[config.mk]
export PLATFORM = sky130hd
export DESIGN_NAME = id_branch_unit
export DESIGN_NICKNAME = d
export VERILOG_FILES = /design/src/rtl/id_branch_unit_pkg.sv /design/src/rtl/id_branch_unit_branch_cond.sv /design/src/rtl/id_branch_unit.sv
export SDC_FILE = /design/constraint.sdc
export NUM_CORES = 1
export LEC_CHECK = 0
export BUFFER_PORTS_ARGS = -buffer_cell sky130_fd_sc_hd__buf_2
export CAP_MARGIN = 10
export CORE_AREA = 4 4 137 139
export DETAILED_ROUTE_END_ITERATION = 8
export DIE_AREA = 0 0 141 143
export GPL_ROUTABILITY_DRIVEN = 1
export SYNTH_ARGS = -nofsm -noshare
export SYNTH_HDL_FRONTEND = slang
export SYNTH_SLANG_ARGS = --single-unit
[constraint.sdc]
create_clock -name clk -period 4.25 [get_ports clk]
set_input_delay 0.85 -clock clk [delete_from_list [all_inputs] [get_ports clk]]
set_output_delay 0.85 -clock clk [all_outputs]
set_load 0.01 [all_outputs]
[src/rtl/id_branch_unit_pkg.sv]
`default_nettype none
// ============================================================================
// Module  : id_branch_unit_pkg
// Purpose : Shared opcode, NOP-word and instruction-field constants for the
//           decode-side branch unit.
// Revision: 1.0 - initial release
// ============================================================================
package id_branch_unit_pkg;

    localparam logic [5:0]  OP_BEZ   = 6'd40;
    localparam logic [5:0]  OP_BNE   = 6'd41;
    localparam logic [5:0]  OP_JMP   = 6'd42;

    localparam logic [31:0] NOP_WORD = 32'h0000_0000;

    localparam int OPCODE_MSB = 31;
    localparam int OPCODE_LSB = 26;
    localparam int IMM_MSB    = 15;
    localparam int IMM_LSB    = 0;

endpackage
`default_nettype wire

[src/rtl/id_branch_unit_branch_cond.sv]
`default_nettype none
// ============================================================================
// Module  : branch_cond
// Purpose : Combinational branch decode and condition evaluation from the
//           opcode and the two register operands.
// Revision: 1.0 - initial release
// ============================================================================
module branch_cond
    import id_branch_unit_pkg::*;
#(
    parameter int WIDTH = 32
) (
    input  logic [5:0]       opcode,
    input  logic [WIDTH-1:0] Val1,
    input  logic [WIDTH-1:0] Val2,
    output logic             is_branch,
    output logic             cond_true
);

    always_comb begin
        is_branch = 1'b0;
        cond_true = 1'b0;
        case (opcode)
            OP_BEZ: begin
                is_branch = 1'b1;
                cond_true = (Val1 == '0);
            end
            OP_BNE: begin
                is_branch = 1'b1;
                cond_true = (Val1 != Val2);
            end
            OP_JMP: begin
                is_branch = 1'b1;
                cond_true = 1'b1;
            end
            default: begin
                is_branch = 1'b0;
                cond_true = 1'b0;
            end
        endcase
    end

endmodule
`default_nettype wire

[src/rtl/id_branch_unit.sv]
`default_nettype none
// ============================================================================
// Module  : id_branch_unit
// Purpose : IF/ID pipeline register with branch resolution, wrong-path
//           squash and hazard freeze. Optional counters: BRANCH_STATS_EN.
// Revision: 1.0 - initial release
// ============================================================================
module id_branch_unit
    import id_branch_unit_pkg::*;
#(
    parameter int WIDTH = 32
) (
    input  logic             clk,
    input  logic             rst,
    input  logic [WIDTH-1:0] PC,
    input  logic [31:0]      Instruction,
    input  logic             freeze,
    input  logic [WIDTH-1:0] Val1,
    input  logic [WIDTH-1:0] Val2,
    output logic             Br_taken,
    output logic [WIDTH-1:0] Br_Addr,
    output logic [WIDTH-1:0] ID_PC,
    output logic [31:0]      ID_Instruction,
    output logic             ID_valid
`ifdef BRANCH_STATS_EN
    ,
    output logic [31:0]      br_count,
    output logic [31:0]      taken_count
`endif
);

    logic [WIDTH-1:0] r_id_pc;
    logic [31:0]      r_id_instr;
    logic             r_id_valid;

    logic             w_is_branch;
    logic             w_cond_true;
    logic             w_br_eval;
    logic             w_br_taken;
    logic [WIDTH-1:0] w_imm_sext;
    logic [WIDTH-1:0] w_target;

    branch_cond #(
        .WIDTH (WIDTH)
    ) u_branch_cond (
        .opcode    (r_id_instr[OPCODE_MSB:OPCODE_LSB]),
        .Val1      (Val1),
        .Val2      (Val2),
        .is_branch (w_is_branch),
        .cond_true (w_cond_true)
    );

    // A bubble (valid=0) or a frozen slot can never redirect fetch.
    assign w_br_eval  = r_id_valid & ~freeze & w_is_branch;
    assign w_br_taken = w_br_eval & w_cond_true;

    assign w_imm_sext = WIDTH'($signed(r_id_instr[IMM_MSB:IMM_LSB]));
    assign w_target   = r_id_pc + WIDTH'(4) + (w_imm_sext << 2);

    always_ff @(posedge clk or posedge rst) begin
        if (rst) begin
            r_id_pc    <= '0;
            r_id_instr <= NOP_WORD;
            r_id_valid <= 1'b0;
        end else if (w_br_taken) begin
            r_id_pc    <= '0;
            r_id_instr <= NOP_WORD;
            r_id_valid <= 1'b0;
        end else if (!freeze) begin
            r_id_pc    <= PC;
            r_id_instr <= Instruction;
            r_id_valid <= 1'b1;
        end
    end

`ifdef BRANCH_STATS_EN
    logic [31:0] r_br_count;
    logic [31:0] r_taken_count;

    always_ff @(posedge clk or posedge rst) begin
        if (rst) begin
            r_br_count    <= '0;
            r_taken_count <= '0;
        end else begin
            if (w_br_eval) begin
                r_br_count <= r_br_count + 32'd1;
            end
            if (w_br_taken) begin
                r_taken_count <= r_taken_count + 32'd1;
            end
        end
    end

    assign br_count    = r_br_count;
    assign taken_count = r_taken_count;
`endif

    assign Br_taken       = w_br_taken;
    assign Br_Addr        = w_is_branch ? w_target : '0;
    assign ID_PC          = r_id_pc;
    assign ID_Instruction = r_id_instr;
    assign ID_valid       = r_id_valid;

endmodule
`default_nettype wire

* After elaboration in Yosys (flattened, before gate mapping)
Cells that the tools add are included.
** Operators by class
- Multiplexer cells :: 9
- Equal/unequal tests :: 5
- Bitwise gates (word level) :: 4
- Add/subtract/negate cells :: 2
- Reduce and logical (&&, ||, !) cells :: 2
** Operators with widths (count)
- $mux 32 :: 5
- $add 32x3->32 const B :: 1
- $add 32x32->32 :: 1
- $logic_not 32->1 :: 1
- $ne 32x32->1 :: 1
- $eq 6x6->1 const B :: 3
- $and 1x1->1 :: 3
- $mux 1 :: 3
- $pmux 1 s3 :: 1
- $reduce_or 3->1 :: 1
- $ne 2x1->1 const B :: 1
- $not 1->1 :: 1
** Word-level totals
- Output and inout bits :: 98
- Logic and storage cells :: 25
- Flip-flop bits (word level) :: 65

* Logic depth before layout (Yosys ltp)
Gate-level depths: netlist (run 1).
- Depth in word-level cells :: 6
- Gate-level depth with buffers :: 13
- Depth with buffers taken out :: 13

* Cells and area by module
From an unflattened synthesis (run 1), not the netlist that was laid out.
** Second synthesis, totals
- Cell total of the unflattened synthesis :: 638
- Area total of the unflattened synthesis :: 5175.0 um^2
** By module, submodules not included
- id_branch_unit :: instances 1, area an instance 4707.0 um^2, cells an instance 579, seq. area each 1626.6 um^2
- branch_cond :: instances 1, area an instance 467.9 um^2, cells an instance 59, seq. area each 0.0 um^2

* Worst setup path before layout (run 1)
No wires, ideal clock.
- Kind :: reg-to-output
- Start point :: register r_id_instr[15], in the netlist ID_Instruction[15]
- End point :: output Br_Addr[30]
- Stages on the path, launching flop included :: 11
- Path buffers :: 1
- Data arrival time :: 2.872 ns
- Slack :: 0.528 ns
- Required time :: 3.400 ns
- Cells stage by stage :: dfrtp_1 -> ha_1 -> ha_1 -> buf_2 -> a21o_1 -> a211oi_2 -> o31a_1 -> o21a_1 -> a21bo_2 -> a221oi_2 -> mux2i_1
** Between the ends
- Word-level cells in the longest chain between the ends :: 2
** RTL lines
- start: declaration :: line id_branch_unit.sv:33 : logic [31:0] r_id_instr;
- start signal: assignment :: line id_branch_unit.sv:71 : r_id_instr <= Instruction;
- $add 32x32->32 :: line id_branch_unit.sv:58 : assign w_target = r_id_pc + WIDTH'(4) + (w_imm_sext << 2);
- $mux 32 :: line id_branch_unit.sv:99 : assign Br_Addr = w_is_branch ? w_target : '0;
- end: declaration :: line id_branch_unit.sv:21 : output logic [WIDTH-1:0] Br_Addr,
Every way passes these cells.

* Final worst setup path (run 1)
- Start point :: register r_id_instr[1], in the netlist ID_Instruction[1]
- End point :: output Br_Addr[31]
The elaborated chain is that of the path after synthesis.

==> reports/qor.yml, run 1 <==
antenna_found_initial: 4
clk_latency_ns: 0.32
top_layer_used: "met5"
drc: 0
max_freq_mhz: 242
via_per_inst: 4.86
syn_area_um2: 5170
cp.required_ns: 3.40
dieArea_um2: 20200
whs_ns: 0.480
hold_path.class: "flop to flop"
r2r_slack_ns: 2.18
final_util_pct: 39.0
grt_max_degree: 67
ff2ff_path_depth: 6
grt_overflow: 0
synth_compound_gate_area_share_pct: 19.6
dp_slack_ns: 0.373
synth-main-ff-cell: "dfrtp_1"
synthMuxAreaShare_pct: 0.895
place.gp.congestion: 0.986
num_vias: 5270
ctsHoldBuffers: 0
cp_data_arrival_time_ns: 3.28
peakVddDrop_uv: 169
ys_seq_elements: 65
final-setup-viol-count: 0
wl_met3_um: 1100
max_cap_viol_count: 0
r2r-end: "ID_Instruction[15]"
synthToLayoutAreaGrowth_pct: 33.2
finClkSkew_ns: 0.00731
power_mw: 2.43
setup-tns-final_ns: 0
finalWorstSetupSlack_ns: 0.124
chipWidth_um: 141
synthCells: 638
ys_types: 57
io_buffers: 228
grt_pass1_wl_um: 28200
status: "completed"
drt_wl_total_um: 18400
htree_num_levels: 3
synthAdderAreaFrac_pct: 14.2
cts_tree: "done"
synth_top_family_by_area: "simple AND/OR/NAND/NOR gates"
synthMostInstantiatedCell: "nand2_1"
drt-initial-drc-count: 337
avgSynthCellArea_um2: 8.10
async_flop_share_pct: 100
rows: 49
slew_violations: 0
power_density_nw_per_um2: 353
finalCriticalPeriod_ns: 4.13
report.final.hold_viol_count: 0
crit_fanout: 4
ant_nets: 0
synth_common_cells: "nand2_1 (146), o21ai_0 (78), dfrtp_1 (65), ha_1 (57), xnor2_1 (41)"
yosysSeqAreaShare_pct: 31.5
post_drt_wl_per_cell_um: 16.9
cts.sinks: 65
nNetsFinal: 1040
worst_slew_pin_slew_ns: 0.865
crit_start: "ID_Instruction[1]"
grt_pass1_vias: 5181
root_buffer: "clkbuf_16"
synth_nets: 827
clkTransAtPathRegs_ns: 0.06
start_kind: "flop"
worstSetupEndpointType: "output port"
initial_utilization_pct: 29.3
crit_type: "flop to output port"
p_leak_nw: 3.63
synthXorXnorAreaFrac_pct: 8.30
synthSimpleGateAreaFrac_pct: 21.4
layout-drive-gt1-share_pct: 32.2
final.period_utilization_pct: 97.1
yosysTopAreaCell: "dfrtp_1"
track_usage_pct: 17.7
critPathCapture: "Br_Addr[31]"
r2r_start: "ID_Instruction[27]"
max-slew-margin-rel_pct: 42.2
dp_hpwl_um: 15000
cts_buffers: 9
diodes: 0
wl_met1_um: 7940
synth.top_cell.area_share_pct: 31.5
cts_buffer_depth: 2
synthTopCellsByArea: "dfrtp_1 (31%), ha_1 (14%), nand2_1 (11%)"
die_h_um: 143
ios: 229
synth-edff-count: 0
synth_warnings: 0
met2_length_um: 8800
core_area_um2: 17700
fill_cells: 1895
first_pass_iters: 5
kinds of logic after synthesis:
kind of cell	Yosys count
AOI/OAI and AO/OA	162
xor gates and xnor gates	49
adders and majority gates	58
buffers and inverters	51
DFF	65
muxes	4
and+or+nand+nor	249
worst min path at each step:
stage | startpoint | end | slack (ns) | cells past startpoint
detailed placement | ID_Instruction[21] | ID_Instruction[21] | 0.47 | 2
global route | ID_Instruction[25] | ID_Instruction[25] | 0.50 | 2
finish | ID_Instruction[17] | ID_Instruction[17] | 0.48 | 2
floorplan | ID_Instruction[16] | ID_Instruction[16] | 0.52 | 2
global placement | ID_Instruction[20] | ID_Instruction[20] | 0.46 | 2
CTS | ID_Instruction[21] | ID_Instruction[21] | 0.49 | 2
worst max-delay path, cell delays in order (launching register included):
cell,delay [ns]
dfrtp_1,0.38
ha_1,0.30
ha_2,0.19
inv_1,0.07
fa_2,0.19
and2b_2,0.25
o2111ai_4,0.24
nand3_4,0.15
a2111oi_4,0.42
o31a_1,0.25
o21ai_2,0.07
mux2_4,0.29
buf_2,0.14
per-stage QoR:
| step | instance area (um2) | std cells |
|---|---|---|
| floorplan | 5170 | 638 |
| global placement | 6480 | 1065 |
| detailed placement | 6480 | 1065 |
| CTS | 6800 | 1081 |
| global route | 6880 | 1085 |
| finish | 6880 | 1085 |
registers in the layout (all words and copies together), names as in the netlist:
register        flops
ID_Instruction     32
ID_PC              32
ID_valid            1
metal layers:
metal / vias up / track usage (%)
li1: 2664 / -
met1: 2391 / 22.6
met2: 178 / 29.8
met3: 29 / 3.95
met4: 8 / 5.66
met5: - / 0
placed cells by master (no fill, tap or decap), types with 3 or more instances in the layout:
cell type and n:
o21a_1 5, nor4_1 11, clkbuf_8 3, buf_2 227, inv_1 14, a211oi_2 3
a211oi_1 5, nand3_1 6, clkbuf_16 9, and2_1 3, nand2b_1 5, buf_4 11
nand4_1 17, nor3_1 6, dfrtp_1 65, and3_1 7, ha_1 55, a21o_1 12
xnor2_1 41, o21ai_0 78, a211o_1 3, nor2_1 36, o211ai_1 4, a31oi_1 6
nand2_1 146, xor2_1 8, a21oi_1 26
what timing repair did:
item / in CTS / in global routing
gates resized for setup: 0 / 10
setup buffers: 0 / 4
setup endpoints to repair: 0 / 4
power breakdown:
part	internal, mW	switching [mW]	total [mW]
sequential	0.679	0.0578	0.736
combinational	0.386	0.526	0.912
clock	0.501	0.279	0.780
area by class of cell:
class	count	area [um2]	share of cell area (%)
Sequential cell	65	1630	23.6
Inverter	15	56.3	0.818
Clock inverter	4	50.0	0.727
Timing Repair Buffer	238	1220	17.7
Multi-Input combinational cell	522	3380	49.1
Clock buffer	12	267	3.87
Tap cell	229	287	4.16
Note: power is estimated with default switching activity, not from simulation.
==> run 2, diff against run 1 <==
--- a/config.mk
+++ b/config.mk
@@ -7,10 +7,13 @@
 export LEC_CHECK = 0
 export BUFFER_PORTS_ARGS = -buffer_cell sky130_fd_sc_hd__buf_2
 export CAP_MARGIN = 10
-export CORE_AREA = 4 4 137 139
+export CELL_PAD_IN_SITES_DETAIL_PLACEMENT = 2
+export CELL_PAD_IN_SITES_GLOBAL_PLACEMENT = 2
+export CORE_AREA = 4 4 147 149
 export DETAILED_ROUTE_END_ITERATION = 8
-export DIE_AREA = 0 0 141 143
+export DIE_AREA = 0 0 151 153
 export GPL_ROUTABILITY_DRIVEN = 1
+export PLACE_DENSITY_LB_ADDON = 0.1
 export SYNTH_ARGS = -nofsm -noshare
 export SYNTH_HDL_FRONTEND = slang
 export SYNTH_SLANG_ARGS = --single-unit
==> run 2 against run 1 <==
Critical path depth stayed put. Final cell count is 3.9% higher. Die area is 15% higher. Non-clock buffer count is 1 higher. Sequential power is 0.5% lower. Register-to-register slack better by 0.14 ns. Critical path type unchanged. Critical endpoint unchanged. Largest power group unchanged.
==> reports/qor.yml, run 2 (same netlist as run 1, synthesis figures left out) <==
status: "completed"  # unchanged
report.final.hold_viol_count: 0  # unchanged
grt_max_degree: 70  # was 67
hold_start: "ID_Instruction[22]"  # was ID_Instruction[17]
drt_wl_total_um: 20900  # was 18,400 um
root_buffer: "clkbuf_16"  # unchanged
drc: 0  # unchanged
power_density_nw_per_um2: 353  # about the same
fill_cells: 2408  # was 1,895
track_usage_pct: 17.8  # was 17.7%
ctsHoldBuffers: 0  # unchanged
worst_slew_pin_slew_ns: 0.858  # was 0.865 ns
slew_violations: 0  # unchanged
switching_power_mw: 0.929  # was 0.863 mW
hold_depth: 2  # unchanged
rows: 52  # was 49
post_drt_wl_per_cell_um: 18.6  # was 16.9 um
r2r_start: "ID_Instruction[27]"  # unchanged
grt_pass1_vias: 6102  # was 5,181
final-setup-viol-count: 0  # unchanged
grt_overflow: 0  # unchanged
p_comb_share_pct: 38.6  # was 37.6%
cts_buffer_depth: 2  # unchanged
cts_tree: "done"  # unchanged
max_cap_viol_count: 0  # unchanged
r2r-end: "ID_Instruction[25]"  # was ID_Instruction[15]
ios: 229  # unchanged
dieArea_um2: 23100  # was 20,200 um2
worstSetupEndpointType: "output port"  # unchanged
r2r_slack_ns: 2.32  # was 2.18 ns
io_buffers: 228  # unchanged
clk_latency_ns: 0.34  # was 0.32 ns
ant_nets: 0  # unchanged
hold_path.class: "flop to flop"  # unchanged
final.period_utilization_pct: 98.1  # was 97.1%
dp_hpwl_um: 17100  # was 15,000 um
p_seq_share_pct: 29.8  # was 30.3%
chipWidth_um: 151  # was 141 um
power_mw: 2.46  # was 2.43 mW
p_clk_share_pct: 31.6  # was 32.1%
cp_data_arrival_time_ns: 3.32  # was 3.28 ns
crit_fanout: 4  # unchanged
initial_utilization_pct: 25.6  # was 29.3%
p_sw_share_pct: 37.8  # was 35.5%
drt-initial-drc-count: 148  # was 337
setup-tns-final_ns: 0  # unchanged
clkTransAtPathRegs_ns: 0.06  # about the same
finalCriticalPeriod_ns: 4.17  # was 4.13 ns
first_pass_iters: 4  # was 5
htree_num_levels: 3  # unchanged
nNetsFinal: 1041  # was 1,040
finClkSkew_ns: 0.00571  # was 0.00731 ns
cp.required_ns: 3.40  # about the same
crit_type: "flop to output port"  # unchanged
max-slew-margin-rel_pct: 42.7  # was 42.2%
core_area_um2: 20200  # was 17,700 um2
place.gp.congestion: 0.802  # was 0.986
crit_start: "ID_PC[3]"  # was ID_Instruction[1]
internal-power_mw: 1.53  # was 1.57 mW
final_cell_mix: "buf_2 (225), nand2_1 (146), o21ai_0 (77)"  # was buf_2 (227), nand2_1 (146), o21ai_0 (78)
cts_buffers: 9  # unchanged
diodes: 0  # unchanged
p_leak_nw: 3.63  # about the same
ff2ff_path_depth: 6  # unchanged
rsz0062_at_grt: "yes"
num_vias: 5395  # was 5,270
max_freq_mhz: 240  # was 242 MHz
layout-drive-gt1-share_pct: 33.4  # was 32.2%
start_kind: "flop"  # unchanged
min_to: "ID_Instruction[22]"  # was ID_Instruction[17]
via_per_inst: 4.79  # was 4.86
grt_pass1_wl_um: 33000  # was 28,200 um
peakVddDrop_uv: 180  # was 169 uV
antenna_found_initial: 0  # was 4
final_common_cell: "buf_2"  # unchanged
synthToLayoutAreaGrowth_pct: 34.8  # was 33.2%
die_h_um: 153  # was 143 um
cts.sinks: 65  # unchanged
-- run 2: timing repair --
action	in CTS	in global routing
pin swaps	1	5
buffers inserted	1	4
gates resized for setup	3	20
setup endpoints to repair	4	9
endpoints found under the hold margin	0	0
-- run 2: worst max path at each step --
stage,to,depth (start not counted)
6_report,Br_Addr[31],12
5_1_grt,Br_Addr[31],12
4_1_cts,Br_Addr[30],11
3_5_place_dp,Br_Addr[29],12
3_3_place_gp,Br_Addr[29],12
2_1_floorplan,Br_Addr[30],10
-- run 2: power groups by stage --
| stage | Clock [mW] | Sequential (mW) | Combinational, mW |
|---|---|---|---|
| floorplan | 0 | 0.762 | 0.572 |
| global route | 0.829 | 0.743 | 1.07 |
| global placement | 0 | 0.740 | 0.899 |
| finish | 0.777 | 0.732 | 0.950 |
| CTS | 0.804 | 0.735 | 0.938 |
| detailed placement | 0 | 0.746 | 0.924 |
-- run 2: metal layers --
metal	vias up	routed length, um	track usage, %
met5	-	0	0
met1	2609	8980	22.3
met3	14	1280	4.68
li1	2655	-	-
met2	117	10400	30.5
met4	0	244	4.27
-- run 2: cell type report --
| class | instances | area [um2] | share of cell area, % |
|---|---|---|---|
| tap | 270 | 338 | 4.85 |
| clock inverter | 7 | 77.6 | 1.11 |
| multi-input combinational | 522 | 3400 | 48.9 |
| clock buffer | 9 | 225 | 3.23 |
| inverter | 15 | 56.3 | 0.808 |
| sequential | 65 | 1630 | 23.4 |
| timing repair buffer | 239 | 1240 | 17.8 |
-- run 2: critical path, cell delays in order (launching register included) --
cell and delay, ns:
dfrtp_1 0.40, ha_1 0.31, ha_2 0.20, inv_2 0.05, fa_2 0.19, and2b_2 0.25
o2111ai_4 0.23, nand3_4 0.15, a2111oi_4 0.43, o31a_1 0.26, o21ai_2 0.07, mux2_4 0.31
buf_6 0.12
-- run 2: stage by stage --
step	std cells	worst slack (ns)	instance area, um2	util (%)	hold slack, ns
2_1_floorplan	638	0.528	5170	-	0.516
3_3_place_gp	1106	0.348	6540	32.4	0.461
3_5_place_dp	1106	0.259	6540	32.4	0.475
4_1_cts	1123	0.0129	6860	34.0	0.492
5_1_grt	1127	-0.0903	6970	34.5	0.522
6_report	1127	0.0795	6970	34.5	0.487
==> run 3, diff against run 2 <==
--- a/config.mk
+++ b/config.mk
@@ -13,7 +13,7 @@
 export DETAILED_ROUTE_END_ITERATION = 8
 export DIE_AREA = 0 0 151 153
 export GPL_ROUTABILITY_DRIVEN = 1
-export PLACE_DENSITY_LB_ADDON = 0.1
+export PLACE_DENSITY = 0.79
 export SYNTH_ARGS = -nofsm -noshare
 export SYNTH_HDL_FRONTEND = slang
 export SYNTH_SLANG_ARGS = --single-unit
==> run 3 against run 2 <==
Sequential share of layout area down 0.076 points. Maximum frequency up 0.34%. Routed wire length up 9.6%. Final cell count up 0.27%. First-iteration DRC count up 4.1%. Clock power up 2.8%. Cell area up 0.25%. Register-to-register slack worse by 0.35 ns. Critical path depth down 2. Critical path type unchanged.
==> reports/qor.yml, run 3 (same netlist as run 1, synthesis figures left out) <==
max-slew-margin-rel_pct: 50.3  # was 42.7%
fill_cells: 2419  # was 2,408
grt_max_degree: 70  # unchanged
p_comb_share_pct: 38.9  # was 38.6%
dp_slack_ns: 0.297  # was 0.259 ns
finClkSkew_ns: 0.00821  # was 0.00571 ns
dp_hpwl_um: 18400  # was 17,100 um
grt_pass1_vias: 6210  # was 6,102
max_freq_mhz: 241  # was 240 MHz
whs_ns: 0.478  # was 0.487 ns
cts_tree: "done"  # unchanged
cts_buffer_depth: 2  # unchanged
critPathSlowestCell: "dfrtp_1"  # was a2111oi_4
cp.depth: 10  # was 12
worst_slew_pin_slew_ns: 0.746  # was 0.858 ns
final-setup-viol-count: 0  # unchanged
p_clk_share_pct: 31.8  # was 31.6%
final_cell_mix: "buf_2 (227), nand2_1 (146), o21ai_0 (76)"  # was buf_2 (225), nand2_1 (146), o21ai_0 (77)
critPathMostFrequentCell: "ha_1"
crit_fanout: 6  # was 4
critPathMaxStageDelay_ns: 0.42  # was 0.43 ns
final.period_utilization_pct: 97.8  # was 98.1%
finalWorstSetupSlack_ns: 0.0937  # was 0.0795 ns
root_buffer: "clkbuf_16"  # unchanged
dieArea_um2: 23100  # unchanged
grt_overflow: 0  # unchanged
core_area_um2: 20200  # unchanged
slew_violations: 0  # unchanged
crit_start: "ID_PC[16]"  # was ID_PC[3]
finalCriticalPeriod_ns: 4.16  # was 4.17 ns
cp_data_arrival_time_ns: 3.31  # was 3.32 ns
first_pass_iters: 4  # unchanged
start_kind: "flop"  # unchanged
power_density_nw_per_um2: 360  # was 353 nW/um2
cts.sinks: 65  # unchanged
switching_power_mw: 0.929  # about the same
path_delay_family: "compound AO/OA/AOI/OAI gates"  # unchanged
cts_buffers: 9  # unchanged
chipWidth_um: 151  # unchanged
dpl.cell_count: 1108  # was 1,106
htree_num_levels: 3  # unchanged
grt_pass1_wl_um: 35200  # was 33,000 um
power_mw: 2.52  # was 2.46 mW
internal-power_mw: 1.59  # was 1.53 mW
synthToLayoutAreaGrowth_pct: 35.1  # was 34.8%
p_leak_nw: 3.66  # was 3.63 nW
crit_path_cell_trace: "ha_1 > ha_1 > a21o_1 > a211oi_1 > inv_1 > a2111oi_4 > o31a_1 > o21ai_2 > mux2_4 > buf_2"  # was ha_1 > ha_2 > inv_2 > fa_2 > and2b_2 > o2111ai_4 > nand3_4 > a2111oi_4 > o31a_1 > o21ai_2 > mux2_4 > buf_6
via_per_inst: 4.94  # was 4.79
ios: 229  # unchanged
initial_utilization_pct: 25.6  # unchanged
die_h_um: 153  # unchanged
r2r-end: "ID_Instruction[15]"  # was ID_Instruction[25]
drt_wl_total_um: 22900  # was 20,900 um
io_buffers: 228  # unchanged
drc: 0  # unchanged
p_sw_share_pct: 36.9  # was 37.8%
diodes: 0  # unchanged
path_buf_inv: 2  # unchanged
nNetsFinal: 1046  # was 1,041
antenna_found_initial: 5  # was 0
rows: 52  # unchanged
post_drt_wl_per_cell_um: 20.3  # was 18.6 um
clkTransAtPathRegs_ns: 0.06  # about the same
clk_latency_ns: 0.33  # was 0.34 ns
multiInputGateArea_um2: 3400  # about the same
peakVddDrop_uv: 183  # was 180 uV
num_vias: 5587  # was 5,395
max_cap_viol_count: 0  # unchanged
place.gp.congestion: 0.891  # was 0.802
r2r_start: "ID_Instruction[27]"  # unchanged
report.final.hold_viol_count: 0  # unchanged
critPathCapture: "Br_Addr[31]"  # unchanged
status: "completed"  # unchanged
ff_latch_area_um2: 1630  # about the same
layout-drive-gt1-share_pct: 32.6  # was 33.4%
ff2ff_path_depth: 6  # unchanged
drt-initial-drc-count: 154  # was 148
final_common_cell: "buf_2"  # unchanged
track_usage_pct: 19.6  # was 17.8%
finalNonFillerCells: 1130  # was 1,127
hold_path.class: "flop to flop"  # unchanged
cp.required_ns: 3.40  # about the same
crit_type: "flop to output port"  # unchanged
r2r_slack_ns: 1.97  # was 2.32 ns
worstSetupEndpointType: "output port"  # unchanged
ant_nets: 0  # unchanged
p_seq_share_pct: 29.3  # was 29.8%
[run 3: cell types whose count changed in the layout (fill, tap and decap cells not counted), moves of 2 or more]
cell      before  now
buf_2        225  227
buf_4         12   17
buf_6          2    0
clkinv_4       2    0
ha_2           4    1
ha_4           0    2
inv_6          2    0
[run 3: tightest hold or removal path: cells and delay by family, from the launching register on]
| kind | cells | cell delay (ns) |
|---|---|---|
| flops | 1 | 0.34 |
| compound gates | 1 | 0.06 |
| simple gates | 1 | 0.05 |
[run 3: through the flow]
step / utilization [%] / setup TNS [ns] / instance area [um2]
3_5_place_dp: 32.5 / 0 / 6550
4_1_cts: 34.1 / 0 / 6880
6_report: 34.6 / 0 / 6990
5_1_grt: 34.6 / -0.0165 / 6990
3_3_place_gp: 32.5 / 0 / 6550
2_1_floorplan: - / 0 / 5170
[run 3: final cells by class]
class	count	area share [%]
clock buffers	10	3.28
inverters	15	0.806
clock inverters	4	1.00
well taps	270	4.84
repair buffers	244	18.1
flip-flops and latches	65	23.3
multi-input cells	522	48.7
[run 3: power groups by stage]
stage / Combinational (mW) / Clock (mW) / Sequential [mW]
2_1_floorplan: 0.572 / 0 / 0.762
3_3_place_gp: 0.912 / 0 / 0.745
3_5_place_dp: 0.932 / 0 / 0.750
4_1_cts: 0.952 / 0.825 / 0.739
5_1_grt: 1.09 / 0.850 / 0.749
6_report: 0.980 / 0.799 / 0.738
[run 3: how the worst min path moves through the flow]
stage | endpoint | slack, ns | start | depth (start not counted)
2_1_floorplan | ID_Instruction[16] | 0.52 | ID_Instruction[16] | 2
3_3_place_gp | ID_Instruction[16] | 0.46 | ID_Instruction[16] | 2
3_5_place_dp | ID_Instruction[16] | 0.47 | ID_Instruction[16] | 2
4_1_cts | ID_Instruction[16] | 0.48 | ID_Instruction[16] | 2
5_1_grt | ID_Instruction[21] | 0.51 | ID_Instruction[21] | 2
6_report | ID_Instruction[21] | 0.48 | ID_Instruction[21] | 2
[run 3: metal layers]
layer / share of wire, % / vias up / GRT usage [%]
met5: 0.30 / - / 0
met4: 2.2 / 10 / 5.96
met3: 6.7 / 38 / 4.92
met2: 50 / 165 / 34.2
met1: 41 / 2713 / 23.7
li1: - / 2661 / -
[run 3: repair_timing]
action | in CTS | in global routing
endpoints found under the setup margin | 3 | 7
pin swaps | 6 | 7
setup buffers | 3 | 5
resized for setup | 3 | 11
endpoints found under the hold margin | 0 | 0
hold buffers | 0 | 0
gates cloned | 0 | 0
